## config.mk

```make
export PLATFORM = sky130hd
export DESIGN_NAME = waveform_gen
export DESIGN_NICKNAME = d
export VERILOG_FILES = /design/src/rtl/waveform_gen.sv
export SDC_FILE = /design/constraint.sdc
export NUM_CORES = 1
export LEC_CHECK = 0
export BUFFER_PORTS_ARGS = -buffer_cell sky130_fd_sc_hd__buf_2
export CORE_MARGIN = 4
export CORE_UTILIZATION = 57
export DETAILED_ROUTE_END_ITERATION = 8
export PLACE_DENSITY = 0.9
export SYNTH_ARGS = -nofsm -noshare
export SYNTH_HDL_FRONTEND = slang
export SYNTH_SLANG_ARGS = --single-unit
```

## constraint.sdc

```tcl
create_clock -name clk -period 3.33 [get_ports clk]
set_clock_uncertainty 0.1 [all_clocks]
set_input_delay 0.999 -clock clk [delete_from_list [all_inputs] [get_ports clk]]
set_output_delay 0.999 -clock clk [all_outputs]
set_load 0.005 [all_outputs]
```

## src/rtl/waveform_gen.sv

```systemverilog
// rtl/waveform_gen.sv - triangle / ramp-up / ramp-down sample generator with valid/ready output and window counter
module waveform_gen #(
    parameter int WIDTH     = 10,
    parameter int CNT_WIDTH = 16
) (
    input  logic                 clk,
    input  logic                 rst_n,
    input  logic                 en,
    input  logic [1:0]           cfg_mode,
    input  logic [WIDTH-1:0]     cfg_peak,
    input  logic                 out_ready,
    output logic [WIDTH-1:0]     out_data,
    output logic                 out_valid,
    output logic                 out_last,
    output logic [CNT_WIDTH-1:0] win_count
);

    typedef enum logic [1:0] {
        IDLE = 2'd0,
        UP   = 2'd1,
        DOWN = 2'd2
    } state_t;

    localparam logic [WIDTH-1:0]     ONE      = WIDTH'(1);
    localparam logic [WIDTH-1:0]     ZERO     = '0;
    localparam logic [CNT_WIDTH-1:0] CNT_ONE  = CNT_WIDTH'(1);
    localparam logic [1:0]           MODE_RUP = 2'd1;
    localparam logic [1:0]           MODE_RDN = 2'd2;

    state_t           state;
    logic [1:0]       mode_q;
    logic [WIDTH-1:0] peak_q;

    // Start-of-window values derived straight from the live config inputs.
    logic [WIDTH-1:0] start_peak;
    logic [WIDTH-1:0] start_data;
    state_t           start_state;

    logic [WIDTH-1:0] inc_data;
    logic [WIDTH-1:0] dec_data;
    logic             mode_tri;
    logic             mode_rup;

    always_comb begin
        start_peak  = (cfg_peak == ZERO) ? ONE : cfg_peak;
        start_state = (cfg_mode == MODE_RDN) ? DOWN : UP;
        start_data  = (cfg_mode == MODE_RDN) ? start_peak : ZERO;
    end

    // out_data stays within 0..peak_q, so neither neighbour can wrap when used.
    assign inc_data = out_data + ONE;
    assign dec_data = out_data - ONE;
    assign mode_rup = (mode_q == MODE_RUP);
    assign mode_tri = (mode_q != MODE_RUP) && (mode_q != MODE_RDN);

    always_ff @(posedge clk or negedge rst_n) begin
        if (!rst_n) begin
            state     <= IDLE;
            out_valid <= 1'b0;
            out_last  <= 1'b0;
            out_data  <= ZERO;
            win_count <= '0;
            mode_q    <= 2'd0;
            peak_q    <= ONE;
        end else begin
            case (state)
                IDLE: begin
                    if (en) begin
                        mode_q    <= cfg_mode;
                        peak_q    <= start_peak;
                        state     <= start_state;
                        out_valid <= 1'b1;
                        out_data  <= start_data;
                        out_last  <= 1'b0;
                    end
                end
                UP, DOWN: begin
                    if (out_ready) begin
                        if (out_last) begin
                            win_count <= win_count + CNT_ONE;
                            if (en) begin
                                mode_q    <= cfg_mode;
                                peak_q    <= start_peak;
                                state     <= start_state;
                                out_valid <= 1'b1;
                                out_data  <= start_data;
                                out_last  <= 1'b0;
                            end else begin
                                state     <= IDLE;
                                out_valid <= 1'b0;
                                out_data  <= ZERO;
                                out_last  <= 1'b0;
                            end
                        end else if (state == UP) begin
                            // Only a triangle reaches the peak without being last: turn around.
                            if (out_data == peak_q) begin
                                state    <= DOWN;
                                out_data <= dec_data;
                                out_last <= (dec_data == ONE);
                            end else begin
                                out_data <= inc_data;
                                out_last <= (inc_data == peak_q) && (mode_rup || peak_q == ONE);
                            end
                        end else begin
                            out_data <= dec_data;
                            out_last <= mode_tri ? (dec_data == ONE) : (dec_data == ZERO);
                        end
                    end
                end
                default: begin
                    state     <= IDLE;
                    out_valid <= 1'b0;
                    out_data  <= ZERO;
                    out_last  <= 1'b0;
                end
            endcase
        end
    end

endmodule

```

==> results of run 1 <==
[worst min-delay path by stage]
stage / start / to / slack (ns) / cells past startpoint
global placement: win_count[15] / win_count[15] / 0.35 / 1
floorplan: win_count[15] / win_count[15] / 0.36 / 1
finish: win_count[15] / win_count[15] / 0.39 / 1
CTS: win_count[7] / win_count[7] / 0.40 / 1
detailed placement: win_count[15] / win_count[15] / 0.38 / 1
global route: win_count[15] / win_count[15] / 0.42 / 1
[report_power, final]
group / switching (mW) / internal (mW) / leakage [nW]
Clock: 0.186 / 0.224 / 0.0514
Combinational: 0.879 / 0.708 / 0.883
Sequential: 0.230 / 0.664 / 0.545
Total: 1.29 / 1.60 / 1.48
[cell families after synthesis]
family,Yosys count,share of synthesized area
AOI/OAI and AO/OA,53,0.145
xor gates and xnor gates,34,0.107
adders and majority gates,9,0.0406
buffers and inverters,23,0.0465
DFF,42,0.380
muxes,22,0.0866
and+or+nand+nor,104,0.195
[metal layers]
layer | vias to the layer above | wire (um) | global-route usage
met5 | - | 0 | 0
met3 | 28 | 565 | 0.0603
met4 | 0 | 255 | 0.130
met2 | 145 | 3480 | 0.415
li1 | 1134 | - | -
met1 | 1191 | 2990 | 0.311
[cell type report]
cell class,instances,area [um^2]
multi-input cells,222,1590
clock inverters,2,37.5
repair buffers,49,260
clock buffers,6,72.6
flip-flops and latches,42,1050
fillers,369,1580
well taps,67,83.8
inverters,11,41.3
[worst max-delay path, stage by stage (launching register included)]
cell       delay (ns)
dfrtp_1          0.51
inv_1            0.16
ha_1             0.26
or4b_2           0.65
o32a_1           0.30
a2111oi_0        0.38
o2111ai_1        0.19
o41ai_1          0.11
a22o_1           0.18
[synth_stat cells (all sizes together), types with 2 or more instances]
cell type and n:
mux2i 6, o22ai 3, nor4b 3, clkbuf 4, buf 7, o21ai 11
xnor2 18, nand2b 3, nand2 24, a21oi 5, mux2 16, ha 9
inv 11, nor4 3, or2 4, dfrtp 41, a21o 3, or3 4
o2111ai 2, xor2 16, nor2 21, nand3 7, a221o 5, a31oi 6
nand4 10, o211ai 2, o41ai 2, a211oi 2, nor3 14, a22o 2
and3 4
[placed cells by master, fill, tap and decap left out, types with 11 or more instances in the layout]
master / Yosys / routed
buf_2: 2 / 43
dfrtp_1: 41 / 41
inv_1: 11 / 11
mux2_2: 16 / 16
nand2_1: 24 / 24
nor2_1: 21 / 21
nor3_1: 14 / 14
xnor2_1: 18 / 18
xor2_1: 16 / 16
[registers in the layout, summed over array words and instances, names as in the netlist]
signal,cells
mode_q,2
out_data,10
out_last,1
out_valid,1
peak_q,10
state,2
win_count,16
[per-stage QoR]
stage          worst slack, ns  utilization
2_1_floorplan            0.715            -
3_5_place_dp             0.522        0.641
3_3_place_gp             0.647        0.641
4_1_cts                  0.508        0.665
6_report                 0.444        0.665
5_1_grt                  0.241        0.665
==> summary.md, run 1 <==
| Metric | Value |
|---|---|
| Share of the clock period used by the worst path | `0.867` |
| Detailed Route WL | `7290 um` |
| Power density cells | `921 nW/um^2` |
| Reg2reg path depth | `8` |
| Post-synth ARST share | `1.00` |
| DRT iter0 DRCs | `roughly 300` |
| RSZ-0062 raised after global routing | `no` |
| Antenna fix cells | `0` |
| Initial Util | `0.587` |
| Avg Inst Size Synth | `9.66 um^2` |
| Yosys cell types | `56` |
| Slew margin rel. | `0.387` |
| Via count | `~2500` |
| Non-filler cells, final | `between 300 and 400` |
| Post-CTS setup buffer count | `0` |
| Worst hold margin | `between 0.3 and 0.4 ns` |
| Mapped Nets | `312` |
| Max Cap Viol | `0` |
| Crit path from | `out_data[0]` |
| Placed cells | `391` |
| Top post-synthesis cells by area | `dfrtp_1 (37%), mux2_2 (6.5%), xnor2_1 (5.7%), xor2_1 (5.1%), ha_1 (4.1%)` |
| Vias in the first global route | `2563` |
| CTS Hold Buffers Added | `0` |
| Largest net degree at the start of global routing | `43` |
| HPWL after DPL | `5390 um` |
| Number of antenna violations at the first check in global routing | `0` |
| CTS buffer count | `5` |
| Post-route design area | `between 3000 and 4000 um^2` |
| Post-synthesis sequential element count | `42` |
| Clk slew on worst S/H paths | `0.09 ns` |
| Num rows | `25` |
| DP Area | `3030 um^2` |
| Post-synth EDFFs | `0` |
| Worst setup EP type | `register` |
| Post-DRT Antenna Nets | `0` |
| R2r endpoint | `out_last` |
| Share of cells above drive strength 1 | `0.262` |
| Critical Path Fanout Max | `11` |
| Drt first pass iters | `6` |
| Full die area | `6040 um^2` |
| Area Overhead vs Synth | `13.2%` |
| Clock latency on the worst-skew pair | `roughly 0.30 ns` |
| Setup TNS | `0 ns` |
| Total power | `slightly below 3 mW` |
| Routed len/inst | `18.3 um` |
| Synth area leader | `dfrtp_1` |
| Worst setup path endpoint | `out_last` |
| H-tree depth | `2` |
| IO Pins | `44` |
| Startpoint types | `register` |
| Core area | `~4700 um^2` |
| WS Path Type | `reg -> reg` |
| DRC viols | `0` |
| Leak | `around 1.5 nW` |
| Root buf cell | `clkbuf_8` |
| VDD IR max | `0.000332 V` |
| Fin nets | `between 300 and 400` |
| Synth Flop Type | `dfrtp_1` |
| Gpl congestion | `0.988` |
| Hold crit path type | `reg -> reg` |
| Warnings, synthesis | `0` |
| TritonCTS clock tree | `built` |
| Worst-margin pin slew | `0.920 ns` |
| Sequential-to-total area share from yosys stat | `0.380` |
| Grt total ovfl | `0` |
| Outcome | `finished clean` |
| Final Max Slew Viols | `0` |
| Hold Fails Final Rpt | `0` |
| Peak Freq | `about 350 MHz` |
| Setup slack, reg-to-reg | `between 0.4 and 0.5 ns` |
| PostCTS Resize Cnt | `0` |
| Required @ worst endpoint | `3.48 ns` |
| Tot GR Track Use | `0.254` |
| Clock Sinks | `42` |
| Setup violators final | `0` |
| Global-route wire length before repair | `12400 um` |
| Synthesized area | `2770 um^2` |
| Drt via density | `6.26` |
| Chip height | `77.7 um` |
| Worst Path Arrival | `a little over 3 ns` |
| Min cycle time layout | `2.89 ns` |
| Port buffer count | `43` |
| Max clock buf depth | `2` |
| Die Wd | `77.7 um` |
| Mapped Cells | `287` |
| Yosys top cell area share | `0.370` |
| FF-to-FF Start | `out_data[0]` |
Power figures use the tool's default switching activity.
==> run 2, diff against run 1 <==
--- a/config.mk
+++ b/config.mk
@@ -5,11 +5,13 @@
 export SDC_FILE = /design/constraint.sdc
 export NUM_CORES = 1
 export LEC_CHECK = 0
+export ABC_CLOCK_PERIOD_IN_PS = 3330
 export BUFFER_PORTS_ARGS = -buffer_cell sky130_fd_sc_hd__buf_2
 export CORE_MARGIN = 4
 export CORE_UTILIZATION = 57
 export DETAILED_ROUTE_END_ITERATION = 8
 export PLACE_DENSITY = 0.9
+export REMOVE_ABC_BUFFERS = 1
 export SYNTH_ARGS = -nofsm -noshare
 export SYNTH_HDL_FRONTEND = slang
 export SYNTH_SLANG_ARGS = --single-unit
==> run 2 against run 1 <==
  * Global-route usage is 0.80 points lower
  * Maximum frequency rose by 2.7%
  * Via count decreased by 4.3%
  * Total power shrank 2.3%
  * Setup slack gained 0.075 ns
  * Clock power down 19%
  * Clock-buffer cell count stayed put
  * Die area is the same
  * Non-clock buffer count rose by 1
  * Sequential share of layout area rose by 0.17 points
==> summary.md, run 2 (synthesis results as in run 1) <==
| Metric | Value |
|---|---|
| Outcome | `finished clean` |
| CTS Hold Buffers Added | `0` |
| Root buf cell | `clkbuf_8` |
| Final Max Slew Viols | `0` |
| Vias in the first global route | `roughly 2400` |
| Worst Path Arrival | `~3 ns` |
| Antenna fix cells | `0` |
| Non-filler cells, final | `400` |
| Core area | `4720 um^2` |
| Crit path max-delay family | `compound AO/OA/AOI/OAI gates` |
| Required @ worst endpoint | `3.48 ns` |
| Gpl congestion | `0.995` |
| Power density cells | `905 nW/um^2` |
| Max stage delay on crit path | `around 0.63 ns` |
| Full die area | `6040 um^2` |
| Setup violators final | `0` |
| DRC viols | `0` |
| Clock latency on the worst-skew pair | `0.30 ns` |
| HPWL after DPL | `5350 um` |
| Fin nets | `357` |
| Hold crit path type | `reg -> reg` |
| Slew margin rel. | `0.372` |
| Worst-margin pin slew | `0.941 ns` |
| Startpoint types | `register` |
| Final WS setup | `0.519 ns` |
| Number of antenna violations at the first check in global routing | `0` |
| Critical Path Fanout Max | `10` |
| Placed cells | `392` |
| Biggest register | `win_count` |
| Drt first pass iters | `4` |
| Area Overhead vs Synth | `12.6%` |
| Crit-path cells | `inv_1 -> ha_1 -> or4b_2 -> o32a_1 -> a2111oi_0 -> o2111ai_1 -> o41ai_1 -> a22o_1` |
| Max stage delay cell, worst path | `or4b_2` |
| CTS buffer count | `5` |
| Initial Util | `0.587` |
| Largest net degree at the start of global routing | `43` |
| Drt via density | `5.98` |
| Worst setup EP type | `register` |
| Max Cap Viol | `0` |
| Max FFs per register | `16` |
| Storage cell area | `1050 um^2` |
| Global-route wire length before repair | `11800 um` |
| Hold Startpoint | `win_count[7]` |
| Fillers | `389` |
| Die Wd | `77.7 um` |
| Clock Sinks | `42` |
| Num rows | `25` |
| Post-DRT Antenna Nets | `0` |
| WS Path Type | `reg -> reg` |
| IO Pins | `44` |
| Grt total ovfl | `0` |
| Min cycle time layout | `2.81 ns` |
| Fin util | `0.661` |
| Leak | `1.48 nW` |
| Peak Freq | `356 MHz` |
| Most common cell after layout, fill and taps aside | `buf_2` |
| VDD IR max | `roughly 0.00064 V` |
| Post-route design area | `3120 um^2` |
| Crit path from | `out_data[1]` |
| H-tree depth | `2` |
| Hold Fails Final Rpt | `0` |
| DRT iter0 DRCs | `between 150 and 200` |
| Pre-CTS WS | `0.534 ns` |
| Port buffer count | `43` |
| Chip height | `77.7 um` |
| Via count | `2390` |
| Tot GR Track Use | `0.246` |
| Share of cells above drive strength 1 | `0.264` |
| Routed len/inst | `17.5 um` |
| DP Area | `around 3000 um^2` |
| FF-to-FF Start | `out_data[1]` |
| Clk slew on worst S/H paths | `0.09 ns` |
| Share of the clock period used by the worst path | `0.844` |
| Post-CTS setup buffer count | `0` |
| Buf/Inv on CP | `1` |
| Most frequent cells in the layout | `buf_2 (43), dfrtp_1 (41), nand2_1 (24), nor2_1 (21), xnor2_1 (18)` |
| Setup TNS | `0 ns` |
| Largest regs | `win_count (16), out_data (10), peak_q (10)` |
| PostCTS Resize Cnt | `0` |
| Detailed Route WL | `7010 um` |
| TritonCTS clock tree | `built` |
| Multi-input logic area | `1590 um^2` |
| Max clock buf depth | `2` |
| RSZ-0062 raised after global routing | `no` |
==> run 2: changes by cell type in the layout (fill, tap and decap cells not counted), sizes merged <==
cell and delta:
buf +1, bufinv -1, clkinv +2, clkinvlp -1
==> run 2: path summary, 6_finish.rpt <==
path,end,slack (ns),cells after the start
worst min-delay path,win_count[7],0.39,1
min in group asynchronous,peak_q[7],0.74,1
worst max-delay path,out_last,0.52,8
worst max register to register,out_last,0.52,8
max in group asynchronous,win_count[9],1.80,1
worst min register to register,win_count[7],0.39,1
==> run 2: final cells by class <==
type | instances | share of cell area
Clock buffer | 6 | 0.0232
Clock inverter | 2 | 0.00441
Inverter | 11 | 0.0132
Multi-Input combinational cell | 222 | 0.510
Sequential cell | 42 | 0.337
Tap cell | 67 | 0.0268
Timing Repair Buffer | 50 | 0.0857
==> run 2: routing by layer <==
layer  GRT usage  wire [um]
met1       0.333       3030
met2       0.378       3290
met3      0.0626        548
met4      0.0943        140
met5           0          0
==> run 2: report_power, final <==
group | total [mW] | internal, mW | switching (mW) | leakage, nW
Sequential | 0.886 | 0.664 | 0.222 | 0.545
Combinational | 1.61 | 0.717 | 0.889 | 0.887
Clock | 0.333 | 0.148 | 0.185 | 0.0452
Total | 2.82 | 1.53 | 1.30 | 1.48
==> run 2: metrics by stage <==
step | power, mW | hold slack (ns)
5_1_grt | 3.03 | 0.396
4_1_cts | 2.81 | 0.387
3_5_place_dp | 2.47 | 0.368
2_1_floorplan | 1.97 | 0.365
3_3_place_gp | 2.42 | 0.352
6_report | 2.82 | 0.388
==> run 2: worst reg2reg max path: cells and delay by family, from the launching register on <==
kind / cells / cell delay, ns
AO/OA/AOI/OAI: 5 / 1.08
flip-flops: 1 / 0.50
buffers and inverters: 1 / 0.16
AND/OR/NAND/NOR: 1 / 0.63
adder cells (fa/ha/maj): 1 / 0.28
